[config.mk]
export PLATFORM = sky130hd
export DESIGN_NAME = imm_extend_pipe
export DESIGN_NICKNAME = d
export VERILOG_FILES = /design/src/rtl/imm_extend_pipe.sv
export SDC_FILE = /design/constraint.sdc
export NUM_CORES = 1
export LEC_CHECK = 0
export CAP_MARGIN = 20
export CORE_ASPECT_RATIO = 0.8
export CORE_UTILIZATION = 58
export DETAILED_ROUTE_END_ITERATION = 10
export MAX_ROUTING_LAYER = met4
export PLACE_DENSITY = 0.94
export SLEW_MARGIN = 20
export SYNTH_ARGS = -nofsm -noshare
export SYNTH_HDL_FRONTEND = slang
export SYNTH_SLANG_ARGS = --single-unit
[constraint.sdc]
create_clock -name clk -period 7.3 [get_ports clk]
set_input_delay 2.19 -clock clk [delete_from_list [all_inputs] [get_ports clk]]
set_output_delay 2.19 -clock clk [all_outputs]
set_load 0.05 [all_outputs]
[src/rtl/imm_extend_pipe.sv]
// Immediate-extension stage between decode and execute: combinational extend,
// one result register plus a skid register so in_ready comes straight from a flop.
module imm_extend_pipe #(
  parameter int DATA_W = 32,
  parameter int TAG_W  = 4,
  parameter int CNT_W  = 8
) (
  input  logic              clk,
  input  logic              reset_n,
  input  logic              flush,
  input  logic              in_valid,
  output logic              in_ready,
  input  logic [23:0]       instr,
  input  logic [2:0]        imm_src,
  input  logic [TAG_W-1:0]  in_tag,
  output logic              out_valid,
  input  logic              out_ready,
  output logic [DATA_W-1:0] ext_imm,
  output logic [TAG_W-1:0]  out_tag,
  output logic              illegal,
  output logic [CNT_W-1:0]  illegal_cnt
);

  function automatic logic [DATA_W-1:0] extend_imm(input logic [23:0] ins,
                                                   input logic [2:0]  src);
    logic [63:0]              w_sh;
    logic signed [7:0]        w_s8;
    logic signed [11:0]       w_s12;
    logic signed [25:0]       w_s26;
    logic signed [DATA_W-1:0] w_res;
    // Doubling the word turns the rotate into a plain right shift.
    w_sh  = {2{24'h000000, ins[7:0]}} >> {ins[11:8], 1'b0};
    w_s8  = signed'(ins[7:0]);
    w_s12 = signed'(ins[11:0]);
    w_s26 = signed'({ins[23:0], 2'b00});
    case (src)
      3'b000:  w_res = DATA_W'(w_sh[31:0]);
      3'b001:  w_res = DATA_W'(w_s8);
      3'b010:  w_res = DATA_W'(ins[11:0]);
      3'b011:  w_res = DATA_W'(w_s12);
      3'b100:  w_res = DATA_W'(w_s26);
      3'b101:  w_res = DATA_W'({ins[11:8], ins[3:0]});
      default: w_res = '0;
    endcase
    return w_res;
  endfunction

  function automatic logic is_reserved(input logic [2:0] src);
    return src[2] & src[1];
  endfunction

  function automatic logic [CNT_W-1:0] sat_inc(input logic [CNT_W-1:0] cnt);
    return (cnt == '1) ? cnt : cnt + 1'b1;
  endfunction

  logic [DATA_W-1:0] w_imm_p0;
  logic              w_ill_p0;
  logic              w_acc_p0;
  logic              w_take_p1;
  logic              w_skid_full;
  logic              w_main_ld;
  logic              w_skid_ld;
  logic [DATA_W-1:0] w_nxt_imm;
  logic [TAG_W-1:0]  w_nxt_tag;
  logic              w_nxt_ill;

  logic              r_vld_p1;
  logic              r_in_ready;
  logic [DATA_W-1:0] r_imm_p1;
  logic [TAG_W-1:0]  r_tag_p1;
  logic              r_ill_p1;
  logic [CNT_W-1:0]  r_cnt;
  logic [DATA_W-1:0] r_sk_imm;
  logic [TAG_W-1:0]  r_sk_tag;
  logic              r_sk_ill;

  // Stage p0: combinational extension of the incoming field
  assign w_imm_p0    = extend_imm(instr, imm_src);
  assign w_ill_p0    = is_reserved(imm_src);
  assign w_acc_p0    = in_valid && r_in_ready;
  assign w_skid_full = !r_in_ready;
  assign w_take_p1   = !r_vld_p1 || out_ready;
  assign w_main_ld   = !flush && w_take_p1 && (w_skid_full || w_acc_p0);
  assign w_skid_ld   = !flush && !w_take_p1 && w_acc_p0;
  assign w_nxt_imm   = w_skid_full ? r_sk_imm : w_imm_p0;
  assign w_nxt_tag   = w_skid_full ? r_sk_tag : in_tag;
  assign w_nxt_ill   = w_skid_full ? r_sk_ill : w_ill_p0;

  // Stage p1: main register drives the outputs, skid catches the stalled accept
  always_ff @(posedge clk or negedge reset_n) begin
    if (!reset_n) begin
      r_vld_p1   <= 1'b0;
      r_in_ready <= 1'b1;
      r_imm_p1   <= '0;
      r_tag_p1   <= '0;
      r_ill_p1   <= 1'b0;
      r_cnt      <= '0;
    end else begin
      if (flush) begin
        r_vld_p1   <= 1'b0;
        r_in_ready <= 1'b1;
      end else if (w_take_p1) begin
        r_vld_p1   <= w_skid_full || w_acc_p0;
        r_in_ready <= 1'b1;
      end else if (w_acc_p0) begin
        r_in_ready <= 1'b0;
      end
      if (w_main_ld) begin
        r_imm_p1 <= w_nxt_imm;
        r_tag_p1 <= w_nxt_tag;
        r_ill_p1 <= w_nxt_ill;
      end
      if (w_acc_p0 && !flush && w_ill_p0)
        r_cnt <= sat_inc(r_cnt);
    end
  end

  always_ff @(posedge clk) begin
    if (w_skid_ld) begin
      r_sk_imm <= w_imm_p0;
      r_sk_tag <= in_tag;
      r_sk_ill <= w_ill_p0;
    end
  end

  assign in_ready    = r_in_ready;
  assign out_valid   = r_vld_p1;
  assign ext_imm     = r_imm_p1;
  assign out_tag     = r_tag_p1;
  assign illegal     = r_ill_p1;
  assign illegal_cnt = r_cnt;

endmodule
==> summary.md, run 1 <==
| Metric | Value |
|---|---|
| Status | complete, no violations |
| Post-DP Area | between 5000 and 6000 µm² |
| Met2 usage | around half |
| Crit. End Element | primary output |
| Num ports | 83 |
| Critical path's slowest cell | dfstp_2 |
| Arrival @ worst endpoint | approximately 2.3 ns |
| Final GP Congestion | 0.9928 |
| Cells on worst reg2reg path | 3 |
| Final setup vio count | 0 |
| CP peak stage delay | 1.01 ns |
| Finished Core Util | 73.54% |
| CP top delay family | flip-flops |
| Final Max Slew Viols | 0 |
| Hold Path Depth | 2 |
| CTS clock-pin slew for the worst setup and hold paths | 0.09 ns |
| Vias post-DR | 4319 |
| PD cells | 234.1 nW/µm² |
| Crit. Startpoint | in_ready |
| Post-Layout Cell Count | roughly 650 |
| Clk Latency, worst-skew pair | roughly 0.37 ns |
| Grt peak-use layer | met2 |
| Peak supply drop | 0.0001577 V |
| Number of synthesized flops with an enable pin | 37 |
| Seq/Total Area, Yosys | a little under half |
| Die Span Y | 83.42 µm |
| Die X | 103.8 µm |
| DP HPWL | 8.954 mm |
| Reg2reg end | ext_imm[14] |
| CTS tree | yes |
| Root Buffer | clkbuf_8 |
| Required time at the worst-slack endpoint | 5.11 ns |
| Core area | around 8000 µm² |
| Vias in the first global route | 4199 |
| Post-CTS setup buffers | 0 |
| Cts hold-fix bufs | 0 |
| Leakage power | 2.379 nW |
| DR iter-0 viols | 597 |
| DR WL/cell | 20.72 µm |
| Core Rows | 29 |
| Final setup margin | 2.788 ns |
| Grt ovf | 0 |
| Design Area, Final | 5871 µm² |
| Crit path cell chain | clkdlybuf4s50_1 |
| Fraction of layout cells with a size suffix above 1 | 9.158% |
| Num CTS Buffers | 9 |
| Synth cell types | 71 |
| Initial antenna violation count | 0 |
| Fmax | 221.7 MHz |
| Ys Warns | 0 |
| RSZ-0062 raised after global routing | no |
| Via density | 6.604 |
| Min-Delay Endpoint | out_tag[2] |
| Most numerous cell in the Yosys netlist | dfrtp_1 |
| Port Buf Inserts | 82 |
| Post_cts resized | 0 |
| Total GRT Usage | 33.16% |
| Min-Delay Path Class | flop to flop |
| First-pass GRT wire length | 21.74 mm |
| Final hold vios | 0 |
| Area contributors post-synth | dfrtp_1 24%, edfxtp_1 23%, o21ai_0 3.9% |
| Die area | 8656 µm² |
| Final Cycle Share | 61.80% |
| Synth top area share | 23.95% |
| Max-cap violations | 0 |
| Hold slack final | 0.4822 ns |
| Final setup TNS | 0 ns |
| Crit-path max FO | 35 |
| Total routed wirelength | 13.55 mm |
| 1st-pass router iterations | 6 |
| Synth Register Bits | 84 |
| Synth Instances | 478 |
| Worst clock skew | 0.006290 ns |
| Initial core utilization | 60.20% |
| Post-synth top cells | 46 x dfrtp_1, 37 x edfxtp_1, 37 x o21ai_0, 36 x nand2_1, 24 x nor2_1 |
| Clk sinks | 84 |
| Critical path type | flop to primary output |
| Worst-Margin Slew | ~0.92 ns |
| Worst r2r src | in_ready |
| Crit start category | flop |
| Syn Nets | 515 |
| Cell area after synthesis | 4806 µm² |
| Final Critical Period | 4.512 ns |
| Nets | 578 |
| Layout area overhead | 22.16% |
| Post-synth ARST share | around 56% |
| Post-Syn Area per Cell | 10.05 µm² |
| Pin count of the biggest net entering global routing | 48 |
| Post-synth top flop | dfrtp_1 |
| Total inserted antenna cells | 0 |
| Slew HR | 38.69% |
| Placed Cells | 636 |
| Setup WS pre-CTS | 2.411 ns |
| R2R Setup Slk | 4.51 ns |
| Clock buffer depth | 2 |
| Met3 usage | 5.181% |
| H-tree depth | 3 |
| DRC viols | 0 |
| CP bufs+invs | 1 |
| Pwr Total | ~1.4 mW |
| Hold_sp | out_tag[2] |
| Largest area contributor in the netlist | dfrtp_1 |
| Met1 usage | between 40 and 50% |
| Routed Antenna Nets | 0 |
[cells in the final DEF, fill, tap and decap left out, drive strengths merged, types with 14 or more instances in the layout]
master	Yosys	routed
a21o	14	14
a21oi	24	24
nand3b	17	17
inv	18	21
nand4	18	18
clkdlybuf4s50	0	81
edfxtp	37	37
o21ai	47	47
nand2	36	36
nor2	27	27
dfrtp	46	46
nor3	19	19
mux2i	19	19
[registers in the layout, indices dropped and copies added (netlist names)]
name and count:
r_sk_tag 4, out_valid 1, out_tag 4, illegal 1
r_sk_imm 32, in_ready 1, ext_imm 32, illegal_cnt 8
r_sk_ill 1
[power breakdown]
group          total, mW  internal, mW  switching, mW
registers          0.582         0.542         0.0399
clock network      0.347         0.163          0.185
logic              0.445         0.153          0.292
total               1.37         0.857          0.517
[layout make-up]
cell class / instances / area [µm²]
fillers: 582 / 2112
repair buffers: 89 / 895.9
flip-flops and latches: 84 / 2288
clock inverters: 6 / 71.32
clock buffers: 10 / 127.6
inverters: 18 / 67.56
well taps: 108 / 135.1
multi-input cells: 339 / 2285
[cells by family after synthesis]
family / count (synthesis) / share of synthesized area (%)
buf+inv: 55 / 5.285
compound gates: 150 / 21.17
xor+xnor: 9 / 1.640
flops: 84 / 47.62
simple gates: 157 / 19.29
mux: 22 / 4.738
fa+ha+maj: 1 / 0.2603
[layer usage]
metal | up-vias | share of wire, % | wire length [µm]
li1 | 1922 | - | -
met1 | 2075 | 41 | 5599
met2 | 288 | 47 | 6405
met3 | 34 | 8.6 | 1162
met4 | 0 | 2.8 | 382
met5 | - | 0 | 0
[how the worst max path moves through the flow]
stage                              to  slack, ns  depth (start not counted)
final                        in_ready       2.79                          1
after global routing      ext_imm[25]       2.71                          5
after CTS                 ext_imm[14]       2.72                          6
after detailed placement  ext_imm[14]       2.41                          6
after global placement    ext_imm[14]       2.52                          6
after floorplan              r_sk_ill       2.68                          3
Note: power is estimated with default switching activity, not from simulation.
==> inputs of run 2 (changes only) <==
- CORE_UTILIZATION: 58 -> 54
- PLACE_DENSITY: 0.94 -> 0.89
- clock period: 7.3 -> 4.7 ns (I/O delays scaled with it)
==> run 2 against run 1 <==
Clock skew is 0.0027 ns higher. Flip-flop and latch count unchanged. Wire length is 4.2% higher. Hold slack improved by 0.0043 ns. Sequential share of layout area is 0.20 points lower. Largest power group unchanged. Highest routed layer unchanged.
==> summary.md, run 2 (same netlist as run 1, synthesis figures left out) <==
| Metric | Value |
|---|---|
| Status | complete, no violations |
| Final Cycle Share | 77.22% |
| Worst clock skew | 0.008998 ns (+0.002708 ns) |
| Combinational Power Share | 32.2% (-0.2 points) |
| CP top delay family | buffers and inverters |
| Die X | 107.5 µm (+3.6%) |
| Arrival @ worst endpoint | 3.86 ns (+1.54 ns) |
| R2R Setup Slk | 2.36 ns (-2.15 ns) |
| CP bufs+invs | 1 (unchanged) |
| Post-DP Area | 5688 µm² (+1.1%) |
| Final setup margin | 1.071 ns (-1.718 ns) |
| Final Max Slew Viols | 0 (unchanged) |
| Vias post-DR | 4312 (-0.16%) |
| CTS clock-pin slew for the worst setup and hold paths | 0.09 ns (about the same) |
| Required time at the worst-slack endpoint | 4.93 ns (-0.18 ns) |
| PD cells | 363.3 nW/µm² (+55%) |
| H-tree depth | 3 (unchanged) |
| Core area | 8558 µm² (+7.2%) |
| Commonest non-fill, non-tap cell in the layout | clkdlybuf4s50_1 |
| 1st-pass router iterations | 5 (-1) |
| Total inserted antenna cells | 0 (unchanged) |
| Min-Delay Path Class | flop to flop |
| Total GRT Usage | 33.14% (about the same) |
| Final GP Congestion | 0.9524 (-4.1%) |
| Hold Path Depth | 2 (unchanged) |
| Vias in the first global route | 4216 (+0.40%) |
| DP HPWL | 9.734 mm (+8.7%) |
| Root Buffer | clkbuf_8 |
| Pin count of the biggest net entering global routing | 48 (unchanged) |
| Final hold vios | 0 (unchanged) |
| Placed Cells | 648 (+1.9%) |
| Initial antenna violation count | 0 (unchanged) |
| Clk sinks | 84 (unchanged) |
| DR iter-0 viols | 451 (-24%) |
| Crit start category | input pin |
| Clk Latency, worst-skew pair | 0.36 ns (about the same) |
| Num CTS Buffers | 9 (unchanged) |
| Core Rows | 30 (+3.4%) |
| Met1 usage | 45.34% (+0.93 points) |
| Reg2reg end | ext_imm[31] |
| Nets | 584 (+1.0%) |
| Worst r2r src | in_ready |
| Post_cts resized | 0 (unchanged) |
| Crit path cell chain | clkdlybuf4s50_1, mux2i_1, o22ai_1, a2111oi_0, o21ai_1 |
| Crit-path max FO | 21 (-40%) |
| Post-Layout Cell Count | 664 (+1.5%) |
| Min-Delay Endpoint | out_tag[1] |
| Critical path's slowest cell | clkdlybuf4s50_1 |
| Commonest cells after routing, fill and taps aside | 81 x clkdlybuf4s50_1, 46 x dfrtp_1, 37 x o21ai_0, 37 x edfxtp_1, 36 x nand2_1 |
| First-pass GRT wire length | 22.58 mm (+3.9%) |
| Slew HR | 38.49% (-0.20 points) |
| Final setup TNS | 0 ns (unchanged) |
| Total routed wirelength | 14.12 mm (+4.2%) |
| Worst-Margin Slew | 0.9197 ns (+0.001160 ns) |
| Via density | 6.494 (-1.7%) |
| Clock buffer depth | 2 (unchanged) |
| NetSw | 0.7988 mW (+55%) |
| Clock power share | 25.8% (+0.5 points) |
| DR WL/cell | 21.26 µm (+2.6%) |
| Met3 usage | 5.113% (-0.068 points) |
| Cells on worst reg2reg path | 4 (+1) |
| Port Buf Inserts | 82 (unchanged) |
| Num ports | 83 (unchanged) |
| Setup WS pre-CTS | 0.7843 ns (-1.627 ns) |
| Grt peak-use layer | met2 |
| Crit. Startpoint | instr[8] |
| CP peak stage delay | 1.07 ns (+0.06 ns) |
| Die Span Y | 86.38 µm (+3.6%) |
| Cts hold-fix bufs | 0 (unchanged) |
| Max-cap violations | 0 (unchanged) |
| Peak supply drop | 0.0004330 V (+170%) |
| Finished Core Util | 68.95% (-4.6 points) |
| RSZ-0062 raised after global routing | no |
| Initial core utilization | 56.15% (-4.0 points) |
| Crit. End Element | flop |
| Fraction of layout cells with a size suffix above 1 | 9.964% (+0.81 points) |
| Routed Antenna Nets | 0 (unchanged) |
| Leakage power | 2.411 nW (+1.3%) |
| DRC viols | 0 (unchanged) |
| Grt ovf | 0 (unchanged) |
| Die area | 9284 µm² (+7.3%) |
| Pint | 1.345 mW (+57%) |
| Final setup vio count | 0 (unchanged) |
| Fmax | 275.5 MHz |
| Hold_sp | out_tag[1] |
| Final Critical Period | 3.629 ns |
| CTS tree | yes |
| Flop pwr share | 42.0% (-0.3 points) |
| Post-CTS setup buffers | 0 (unchanged) |
| Met2 usage | 50.73% (-1.1 points) |
| Sw Share | 37.27% (-0.35 points) |
| Design Area, Final | 5901 µm² (+0.51%) |
| Layout area overhead | 22.78% |
| Critical path type | input pin to flop |
==> run 2: final cells by class <==
class,instances,area (µm²)
clock buffer,12,177.7
multi-input combinational,339,2276
inverter,18,67.56
fill,671,2658
sequential,84,2288
clock inverter,4,35.03
timing repair buffer,95,915.9
tap,112,140.1
==> run 2: worst register-to-register path: cells and delay by family (launching register included) <==
| kind | cells | cell delay (ns) |
|---|---|---|
| and+or+nand+nor | 1 | 0.63 |
| AOI/OAI and AO/OA | 1 | 0.16 |
| buffers and inverters | 2 | 0.90 |
| DFF | 1 | 0.52 |
==> run 2: worst max path at each step <==
stage | endpoint | slack, ns | cells after the start
2_1_floorplan | r_sk_ill | 0.86 | 3
3_3_place_gp | ext_imm[18] | 0.83 | 5
3_5_place_dp | ext_imm[18] | 0.78 | 5
4_1_cts | ext_imm[29] | 1.14 | 5
5_1_grt | ext_imm[29] | 0.92 | 5
6_report | ext_imm[29] | 1.07 | 5
==> run 2: power by group through the flow <==
stage | Combinational (mW) | Clock [mW] | Sequential [mW]
CTS | 0.690 | 0.559 | 0.900
detailed placement | 0.688 | 0 | 0.915
floorplan | 0.205 | 0 | 1.14
global placement | 0.676 | 0 | 0.909
finish | 0.691 | 0.552 | 0.900
global route | 0.733 | 0.581 | 0.909
==> run 2: per-layer routing <==
metal	vias up	routed length, µm
met4	0	295
met5	-	0
met2	247	6651
met3	29	1231
met1	2097	5941
li1	1939	-
==> run 2: through the flow <==
step                      total power, mW  hold slack [ns]
final                               2.143           0.4865
after global routing                2.223           0.5339
after CTS                           2.149           0.4897
after detailed placement            1.603           0.4697
after global placement              1.585           0.4610
after floorplan                     1.348           0.4930
